### src/rtl/packet_gen_if.sv
// packet_gen bus bundle: Avalon-MM CSR slave plus Avalon-ST source.
// slave = generator side, master = host/sink side.
interface packet_gen_if;
    logic [2:0]  csr_address_i;
    logic        csr_write_i;
    logic [31:0] csr_writedata_i;
    logic        csr_read_i;
    logic [31:0] csr_readdata_o;
    logic        csr_readdatavalid_o;
    logic        csr_waitrequest_o;
    logic        ast_ready_i;
    logic [63:0] ast_data_o;
    logic        ast_valid_o;
    logic        ast_startofpacket_o;
    logic        ast_endofpacket_o;
    logic [2:0]  ast_empty_o;

    modport slave (
        input  csr_address_i, csr_write_i, csr_writedata_i,
        input  csr_read_i, ast_ready_i,
        output csr_readdata_o, csr_readdatavalid_o,
        output csr_waitrequest_o, ast_data_o, ast_valid_o,
        output ast_startofpacket_o, ast_endofpacket_o, ast_empty_o
    );

    modport master (
        output csr_address_i, csr_write_i, csr_writedata_i,
        output csr_read_i, ast_ready_i,
        input  csr_readdata_o, csr_readdatavalid_o,
        input  csr_waitrequest_o, ast_data_o, ast_valid_o,
        input  ast_startofpacket_o, ast_endofpacket_o, ast_empty_o
    );
endinterface

### src/rtl/packet_gen.sv
// packet_gen: CSR-configured Avalon-ST packet source with pattern insert.
// Optional back-to-back streaming: define PACKET_GEN_CONTINUOUS_EN.
module packet_gen #(
    parameter int unsigned MAX_LEN = 2048,
    parameter logic [15:0] LEN_RST = 16'd64,
    parameter logic [95:0] PATTERN = 96'h21646C726F772C6F6C6C6568
) (
    input  logic        clk_i,
    input  logic        rst_n_i,
    packet_gen_if.slave bus
);
    typedef enum logic {S_IDLE, S_SEND} state_t;

    state_t      r_state;
    logic        r_ins_en;
    logic [15:0] r_len;
    logic [15:0] r_offset;
    logic [7:0]  r_seed;
    logic [31:0] r_pktcnt;
    logic [15:0] r_cfg_len;
    logic [15:0] r_cfg_off;
    logic [7:0]  r_cfg_seed;
    logic        r_cfg_ins;
    logic [15:0] r_word;
    logic [63:0] r_data;
    logic        r_valid;
    logic        r_sop;
    logic        r_eop;
    logic [2:0]  r_empty;
    logic [31:0] r_rdata;
    logic        r_rvalid;

    logic        w_cont;
    logic        w_busy;
    logic        w_wr;
    logic        w_start;
    logic        w_xfer;
    logic        w_last_xfer;
    logic [15:0] w_g_len;
    logic [15:0] w_g_off;
    logic [7:0]  w_g_seed;
    logic        w_g_ins;
    logic [15:0] w_g_word;
    logic [15:0] w_last_word;
    logic [63:0] w_g_data;
    logic        w_g_eop;
    logic [2:0]  w_g_empty;
    logic [31:0] w_rdata;

`ifdef PACKET_GEN_CONTINUOUS_EN
    logic r_cont;
    assign w_cont = r_cont;
`else
    assign w_cont = 1'b0;
`endif

    assign w_busy      = (r_state == S_SEND);
    assign w_wr        = bus.csr_write_i;
    assign w_start     = w_wr && (bus.csr_address_i == 3'd0)
                         && bus.csr_writedata_i[0] && !w_busy;
    assign w_xfer      = r_valid && bus.ast_ready_i;
    assign w_last_xfer = w_xfer && r_eop;

    // Packet byte n: zero past the end, pattern inside the window, else ramp
    function automatic logic [7:0] f_byte(
        input logic [18:0] n,
        input logic [15:0] len,
        input logic [15:0] off,
        input logic [7:0]  seed,
        input logic        ins
    );
        logic [18:0] l;
        logic [18:0] o;
        logic [18:0] rel;
        l   = {3'b000, len};
        o   = {3'b000, off};
        rel = n - o;
        if (n >= l) return 8'd0;
        if (ins && (o + 19'd12 <= l) && (n >= o) && (rel < 19'd12))
            return PATTERN[{rel[3:0], 3'b000} +: 8];
        return seed + n[7:0];
    endfunction

    // Next beat: from live registers when starting, snapshot while sending
    always_comb begin
        w_g_len   = w_busy ? r_cfg_len  : r_len;
        w_g_off   = w_busy ? r_cfg_off  : r_offset;
        w_g_seed  = w_busy ? r_cfg_seed : r_seed;
        w_g_ins   = w_busy ? r_cfg_ins  : bus.csr_writedata_i[2];
        w_g_word  = (!w_busy || r_eop) ? 16'd0 : r_word + 16'd1;
        w_last_word = (w_g_len - 16'd1) >> 3;
        w_g_eop   = (w_g_word == w_last_word);
        w_g_empty = w_g_eop ? (3'd0 - w_g_len[2:0]) : 3'd0;
        w_g_data  = '0;
        for (int k = 0; k < 8; k++)
            w_g_data[8*k +: 8] = f_byte({w_g_word, 3'(k)}, w_g_len,
                                        w_g_off, w_g_seed, w_g_ins);
    end

    // Transmit FSM with registered stream outputs
    always_ff @(posedge clk_i or negedge rst_n_i) begin
        if (!rst_n_i) begin
            r_state    <= S_IDLE;
            r_cfg_len  <= LEN_RST;
            r_cfg_off  <= '0;
            r_cfg_seed <= '0;
            r_cfg_ins  <= 1'b0;
            r_word     <= '0;
            r_data     <= '0;
            r_valid    <= 1'b0;
            r_sop      <= 1'b0;
            r_eop      <= 1'b0;
            r_empty    <= '0;
        end else begin
            unique case (r_state)
                S_IDLE: begin
                    if (w_start) begin
                        r_state    <= S_SEND;
                        r_cfg_len  <= r_len;
                        r_cfg_off  <= r_offset;
                        r_cfg_seed <= r_seed;
                        r_cfg_ins  <= bus.csr_writedata_i[2];
                        r_word     <= '0;
                        r_data     <= w_g_data;
                        r_eop      <= w_g_eop;
                        r_empty    <= w_g_empty;
                        r_valid    <= 1'b1;
                        r_sop      <= 1'b1;
                    end
                end
                S_SEND: begin
                    if (w_xfer) begin
                        if (r_eop && !w_cont) begin
                            r_state <= S_IDLE;
                            r_word  <= '0;
                            r_data  <= '0;
                            r_valid <= 1'b0;
                            r_sop   <= 1'b0;
                            r_eop   <= 1'b0;
                            r_empty <= '0;
                        end else begin
                            r_word  <= w_g_word;
                            r_data  <= w_g_data;
                            r_eop   <= w_g_eop;
                            r_empty <= w_g_empty;
                            r_sop   <= r_eop;
                        end
                    end
                end
            endcase
        end
    end

    // CSR register writes and packet counter
    always_ff @(posedge clk_i or negedge rst_n_i) begin
        if (!rst_n_i) begin
            r_ins_en <= 1'b0;
            r_len    <= LEN_RST;
            r_offset <= '0;
            r_seed   <= '0;
            r_pktcnt <= '0;
`ifdef PACKET_GEN_CONTINUOUS_EN
            r_cont   <= 1'b0;
`endif
        end else begin
            if (w_wr && bus.csr_address_i == 3'd0) begin
                if (!w_busy) r_ins_en <= bus.csr_writedata_i[2];
`ifdef PACKET_GEN_CONTINUOUS_EN
                r_cont <= bus.csr_writedata_i[3];
`endif
            end
            if (w_wr && bus.csr_address_i == 3'd1 && !w_busy
                && bus.csr_writedata_i != 32'd0
                && bus.csr_writedata_i <= MAX_LEN)
                r_len <= bus.csr_writedata_i[15:0];
            if (w_wr && bus.csr_address_i == 3'd2 && !w_busy)
                r_offset <= bus.csr_writedata_i[15:0];
            if (w_wr && bus.csr_address_i == 3'd3 && !w_busy)
                r_seed <= bus.csr_writedata_i[7:0];
            if (w_wr && bus.csr_address_i == 3'd4)
                r_pktcnt <= '0;
            else if (w_last_xfer)
                r_pktcnt <= r_pktcnt + 32'd1;
        end
    end

    // Read-back mux
    always_comb begin
        w_rdata = '0;
        case (bus.csr_address_i)
            3'd0:    w_rdata = {28'd0, w_cont, r_ins_en, w_busy, 1'b0};
            3'd1:    w_rdata = {16'd0, r_len};
            3'd2:    w_rdata = {16'd0, r_offset};
            3'd3:    w_rdata = {24'd0, r_seed};
            3'd4:    w_rdata = r_pktcnt;
            default: w_rdata = '0;
        endcase
    end

    // Registered read response, one cycle after the strobe
    always_ff @(posedge clk_i or negedge rst_n_i) begin
        if (!rst_n_i) begin
            r_rdata  <= '0;
            r_rvalid <= 1'b0;
        end else begin
            r_rvalid <= bus.csr_read_i;
            r_rdata  <= bus.csr_read_i ? w_rdata : 32'd0;
        end
    end

    assign bus.csr_readdata_o      = r_rdata;
    assign bus.csr_readdatavalid_o = r_rvalid;
    assign bus.csr_waitrequest_o   = 1'b0;
    assign bus.ast_data_o          = r_data;
    assign bus.ast_valid_o         = r_valid;
    assign bus.ast_startofpacket_o = r_sop;
    assign bus.ast_endofpacket_o   = r_eop;
    assign bus.ast_empty_o         = r_empty;
endmodule

### src/flat_wrapper.sv
// flat-port wrapper written by rule: the top's interface ports become plain ports
module packet_gen_flat 
#(
    parameter int unsigned MAX_LEN = 2048,
    parameter logic [15:0] LEN_RST = 16'd64,
    parameter logic [95:0] PATTERN = 96'h21646C726F772C6F6C6C6568
)
  (clk_i, rst_n_i, bus_csr_address_i, bus_csr_write_i, bus_csr_writedata_i, bus_csr_read_i, bus_ast_ready_i, bus_csr_readdata_o, bus_csr_readdatavalid_o, bus_csr_waitrequest_o, bus_ast_data_o, bus_ast_valid_o, bus_ast_startofpacket_o, bus_ast_endofpacket_o, bus_ast_empty_o);
  packet_gen_if bus_i ();
  input  logic clk_i;
  input  logic rst_n_i;
  input wire logic [$bits(bus_i.csr_address_i)-1:0] bus_csr_address_i;
  input wire logic [$bits(bus_i.csr_write_i)-1:0] bus_csr_write_i;
  input wire logic [$bits(bus_i.csr_writedata_i)-1:0] bus_csr_writedata_i;
  input wire logic [$bits(bus_i.csr_read_i)-1:0] bus_csr_read_i;
  input wire logic [$bits(bus_i.ast_ready_i)-1:0] bus_ast_ready_i;
  output wire logic [$bits(bus_i.csr_readdata_o)-1:0] bus_csr_readdata_o;
  output wire logic [$bits(bus_i.csr_readdatavalid_o)-1:0] bus_csr_readdatavalid_o;
  output wire logic [$bits(bus_i.csr_waitrequest_o)-1:0] bus_csr_waitrequest_o;
  output wire logic [$bits(bus_i.ast_data_o)-1:0] bus_ast_data_o;
  output wire logic [$bits(bus_i.ast_valid_o)-1:0] bus_ast_valid_o;
  output wire logic [$bits(bus_i.ast_startofpacket_o)-1:0] bus_ast_startofpacket_o;
  output wire logic [$bits(bus_i.ast_endofpacket_o)-1:0] bus_ast_endofpacket_o;
  output wire logic [$bits(bus_i.ast_empty_o)-1:0] bus_ast_empty_o;
  assign bus_i.csr_address_i = bus_csr_address_i;
  assign bus_i.csr_write_i = bus_csr_write_i;
  assign bus_i.csr_writedata_i = bus_csr_writedata_i;
  assign bus_i.csr_read_i = bus_csr_read_i;
  assign bus_i.ast_ready_i = bus_ast_ready_i;
  assign bus_csr_readdata_o = bus_i.csr_readdata_o;
  assign bus_csr_readdatavalid_o = bus_i.csr_readdatavalid_o;
  assign bus_csr_waitrequest_o = bus_i.csr_waitrequest_o;
  assign bus_ast_data_o = bus_i.ast_data_o;
  assign bus_ast_valid_o = bus_i.ast_valid_o;
  assign bus_ast_startofpacket_o = bus_i.ast_startofpacket_o;
  assign bus_ast_endofpacket_o = bus_i.ast_endofpacket_o;
  assign bus_ast_empty_o = bus_i.ast_empty_o;
  packet_gen #(.MAX_LEN(MAX_LEN), .LEN_RST(LEN_RST), .PATTERN(PATTERN)) u_core (.clk_i(clk_i), .rst_n_i(rst_n_i), .bus(bus_i));
endmodule
### config.mk
export PLATFORM = sky130hd
export DESIGN_NAME = packet_gen_flat
export DESIGN_NICKNAME = d
export VERILOG_FILES = /design/src/rtl/packet_gen_if.sv /design/src/rtl/packet_gen.sv /design/src/flat_wrapper.sv
export SDC_FILE = /design/constraint.sdc
export NUM_CORES = 1
export LEC_CHECK = 0
export ABC_AREA = 1
export ABC_CLOCK_PERIOD_IN_PS = 5500
export CAP_MARGIN = 20
export CORE_UTILIZATION = 50
export CTS_BUF_LIST = sky130_fd_sc_hd__clkbuf_16
export DETAILED_ROUTE_END_ITERATION = 6
export GPL_TIMING_DRIVEN = 0
export PLACE_DENSITY = 0.74
export SLEW_MARGIN = 20
export SYNTH_ARGS = -nofsm -noshare
export SYNTH_HDL_FRONTEND = slang
export SYNTH_SLANG_ARGS = --single-unit
### constraint.sdc
create_clock -name clk_i -period 5.5 [get_ports clk_i]
set_clock_uncertainty 0.1 [all_clocks]
set_input_delay 1.65 -clock clk_i [delete_from_list [all_inputs] [get_ports clk_i]]
set_output_delay 1.65 -clock clk_i [all_outputs]
set_load 0.03 [all_outputs]
==> impl_metrics.tcl <==
set metrics [dict create \
    status "complete, no violations" \
    min_path_type "register to register" \
    rsz0062_at_grt "false" \
    syn_to_final_growth_pct 15.4 \
    ir_drop_v 0.000244 \
    grt_busiest_layer "met2" \
    globalRouteMet1Util_pct 46.0 \
    synth_edf_count 0 \
    antenna_found_initial 0 \
    drtIter0Drc 1910 \
    final_common_cell "nand2_1" \
    grt_max_degree 101 \
    clk-insertion-delay-late_ps 560 \
    max_stage_delay_ps 550 \
    start_kind "register" \
    critical_path_class "register to register" \
    fin_ws_ps 89.7 \
    clk_path_buf_depth 3 \
    synth.distinct_cells 62 \
    io-pin-count 144 \
    ant_nets 0 \
    path_cells "nand2_1 -> nor2_2 -> inv_1 -> ha_1 -> buf_2 -> clkinv_1 -> nand2_1 -> nand2_1 -> o21ai_1 -> inv_1 -> o21ai_1 -> nor2_1 -> nand3_1 -> nor2_1 -> nand3_1 -> nor2_4 -> nand2_2 -> nand3b_1 -> nand2_1" \
    arrival_ps 5800 \
    hold_viol 0 \
    p_int_mw 2.63 \
    synthCells 2794 \
    grt_pass1_wl_mm 106 \
    ys_seq_elements 234 \
    setup_tns_ps 0 \
    fill_cells 3493 \
    synth_flop_cell "dfrtp_1" \
    die_h_um 196 \
    pwr-share-comb_pct 3.8 \
    crit_slowest_cell "dfrtp_1" \
    numCtsBuffers 26 \
    clock_sinks 234 \
    p_sw_share_pct 23.1 \
    post-route-period-util_pct 98.4 \
    track_usage_pct 36.0 \
    final_area_sq_mm 0.0217 \
    hold_slack_ps 376 \
    drive_gt1_share_pct 6.72 \
    setup_viol 0 \
    cp.depth 19 \
    synthArstFlopShare_pct 100 \
    cp_top_family "simple AND/OR/NAND/NOR gates" \
    clock.fmax_ghz 0.185 \
    grt_pass1_vias 19000 \
    cts-root-buf "clkbuf_16" \
    vias 19800 \
    avgSynthCellArea_sq_um 6.72 \
    critical_path.endpoint_type "register" \
    worstRegToRegCells 19 \
    design.die.area_sq_mm 0.0384 \
    worst_pin_slew_ps 998 \
    powerDensity_mw_per_mm2 158 \
    maxSlewViolCount 0 \
    cp_common_cell "nand2_1" \
    hpwlAfterDp_mm 55.5 \
    netSwitchingPower_mw 0.791 \
    critPathBufInv 4 \
    clk_pin_slew_ps 60 \
    ys_warn_count 0 \
    gp_congestion 0.998 \
    grt_overflow 0 \
    nets 3107 \
    critPathMaxFanout 9 \
    seqPwrFrac_pct 50.9 \
    core-area_sq_mm 0.0368 \
    start_util_pct 51.1 \
    min_period_ps 5410 \
    synth.net_count 2928 \
    slew_headroom_pct 33.5 \
    cts_tree "done" \
    leakage_nw 11.2 \
    use_met2_pct 60.6 \
    drc_errors 0 \
    cap_violations 0 \
    dpl_worst_slack_ps -99.9 \
    drt-pass1-iter-count 6 \
    htreeDepth 1 \
    met3_usage_pct 3.71 \
    crit_required_ps 5890 \
    wire_per_inst_um 20.0 \
    layout_common_cells "nand2_1, inv_1, nand3_1, o21ai_0, dfrtp_1" \
    die_w_um 196 \
    antennaDiodeCount 0 \
    syn_area_sq_mm 0.0188 \
    hold_buffers 0 \
    p_clk_share_pct 45.3 \
    wl_mm 69.2 \
    postPlaceCellArea_sq_mm 0.0209 \
    hold_path_depth 2 \
    vias_per_cell 5.74 \
    rows 70 \
    yosysSeqAreaShare_pct 31.2 \
    port_buffers 142 \
]
## cell usage after synthesis, drive strengths merged, types with 2 or more instances
cell type	number	area, sq um
a211oi	4	42.5
a21boi	2	15.0
a21o	3	22.5
a21oi	104	562
a221oi	9	78.8
a31oi	3	18.8
and2	3	18.8
buf	33	225
clkbuf	43	161
clkinv	10	37.5
dfrtp	232	5810
dfstp	2	52.6
fa	4	80.1
ha	90	1130
inv	337	1260
mux2	7	78.8
nand2	851	3260
nand3	249	1290
nand3b	10	75.1
nand4	39	244
nor2	260	1160
nor3	28	178
nor4	18	113
o211ai	13	103
o21a	11	82.6
o21ai	274	1410
o21bai	2	15.0
o22ai	18	113
o31ai	2	15.0
or2	17	106
xnor2	15	139
xor2	93	822
## worst paths after layout
| kind | start | end | slack (ps) |
|---|---|---|---|
| max in group asynchronous | rst_n_i | u_core.bus.csr_readdata_o[6] | 3580 |
| min reg2reg | u_core.bus.ast_data_o[16] | u_core.bus.ast_data_o[16] | 380 |
| max reg2reg | u_core.r_state | u_core.bus.ast_data_o[7] | 90 |
| max | u_core.r_state | u_core.bus.ast_data_o[7] | 90 |
| min in group asynchronous | rst_n_i | u_core.r_word[14] | 910 |
| min | u_core.bus.ast_data_o[16] | u_core.bus.ast_data_o[16] | 380 |
## per-layer routing
metal / vias to the layer above / share of wire, % / wire [um]
li1: 9431 / - / -
met1: 9331 / 41 / 28000
met4: 0 / 5.3 / 3670
met2: 910 / 47 / 32500
met3: 172 / 7.2 / 4990
met5: - / 0 / 0
## layout make-up
class / count / area, sq um / share of cell area (%)
Multi-Input combinational cell: 2137 / 11300 / 52.0
Sequential cell: 234 / 5860 / 27.0
Timing Repair Buffer: 151 / 1530 / 7.07
Inverter: 347 / 1310 / 6.02
Clock buffer: 26 / 651 / 3.00
Tap cell: 468 / 586 / 2.70
Buffer: 76 / 387 / 1.78
Clock inverter: 18 / 98.8 / 0.456
## tightest hold or removal path: cells and delay by family (launching register included)
kind	cells	cell delay, ps
simple gates	2	100
flops	1	340
## metrics by stage
step	power [mW]	cells	util, %
floorplan	1.81	2794	-
global placement	1.90	3404	56.5
detailed placement	1.91	3406	56.7
CTS	3.45	3450	58.7
global route	3.53	3457	59.0
finish	3.42	3457	59.0
## state kept, by name, summed over array words and instances, names as in the netlist, 16 cells and up
register and cells:
u_core.bus.ast_data_o 64, u_core.bus.csr_readdata_o 32, u_core.r_pktcnt 32, u_core.r_cfg_len 16
u_core.r_cfg_off 16, u_core.r_len 16, u_core.r_offset 16, u_core.r_word 16
## cell families (layout without fill, tap and decap cells)
kind of cell	Yosys count	count (layout)	synth area share [%]
AND/OR/NAND/NOR	1476	1476	34.3
AO/OA/AOI/OAI	449	449	13.4
buffers and inverters	423	618	8.99
flip-flops	234	234	31.2
XOR/XNOR	109	109	5.23
adder cells (fa/ha/maj)	94	94	6.42
multiplexers	8	8	0.473
other	1	1	0.0200
## what timing repair did
action,4_1_cts,5_1_grt
gates cloned,0,0
resized for setup,1,6
setup endpoints to repair,8,62
setup buffers,0,7
## power by group through the flow
stage,Combinational (mW),Sequential [mW],Clock [mW]
4_1_cts,0.133,1.74,1.57
6_report,0.131,1.74,1.55
3_3_place_gp,0.125,1.77,0
5_1_grt,0.146,1.74,1.64
2_1_floorplan,0.0330,1.78,0
3_5_place_dp,0.133,1.77,0
(Power assumes the default switching activity.)
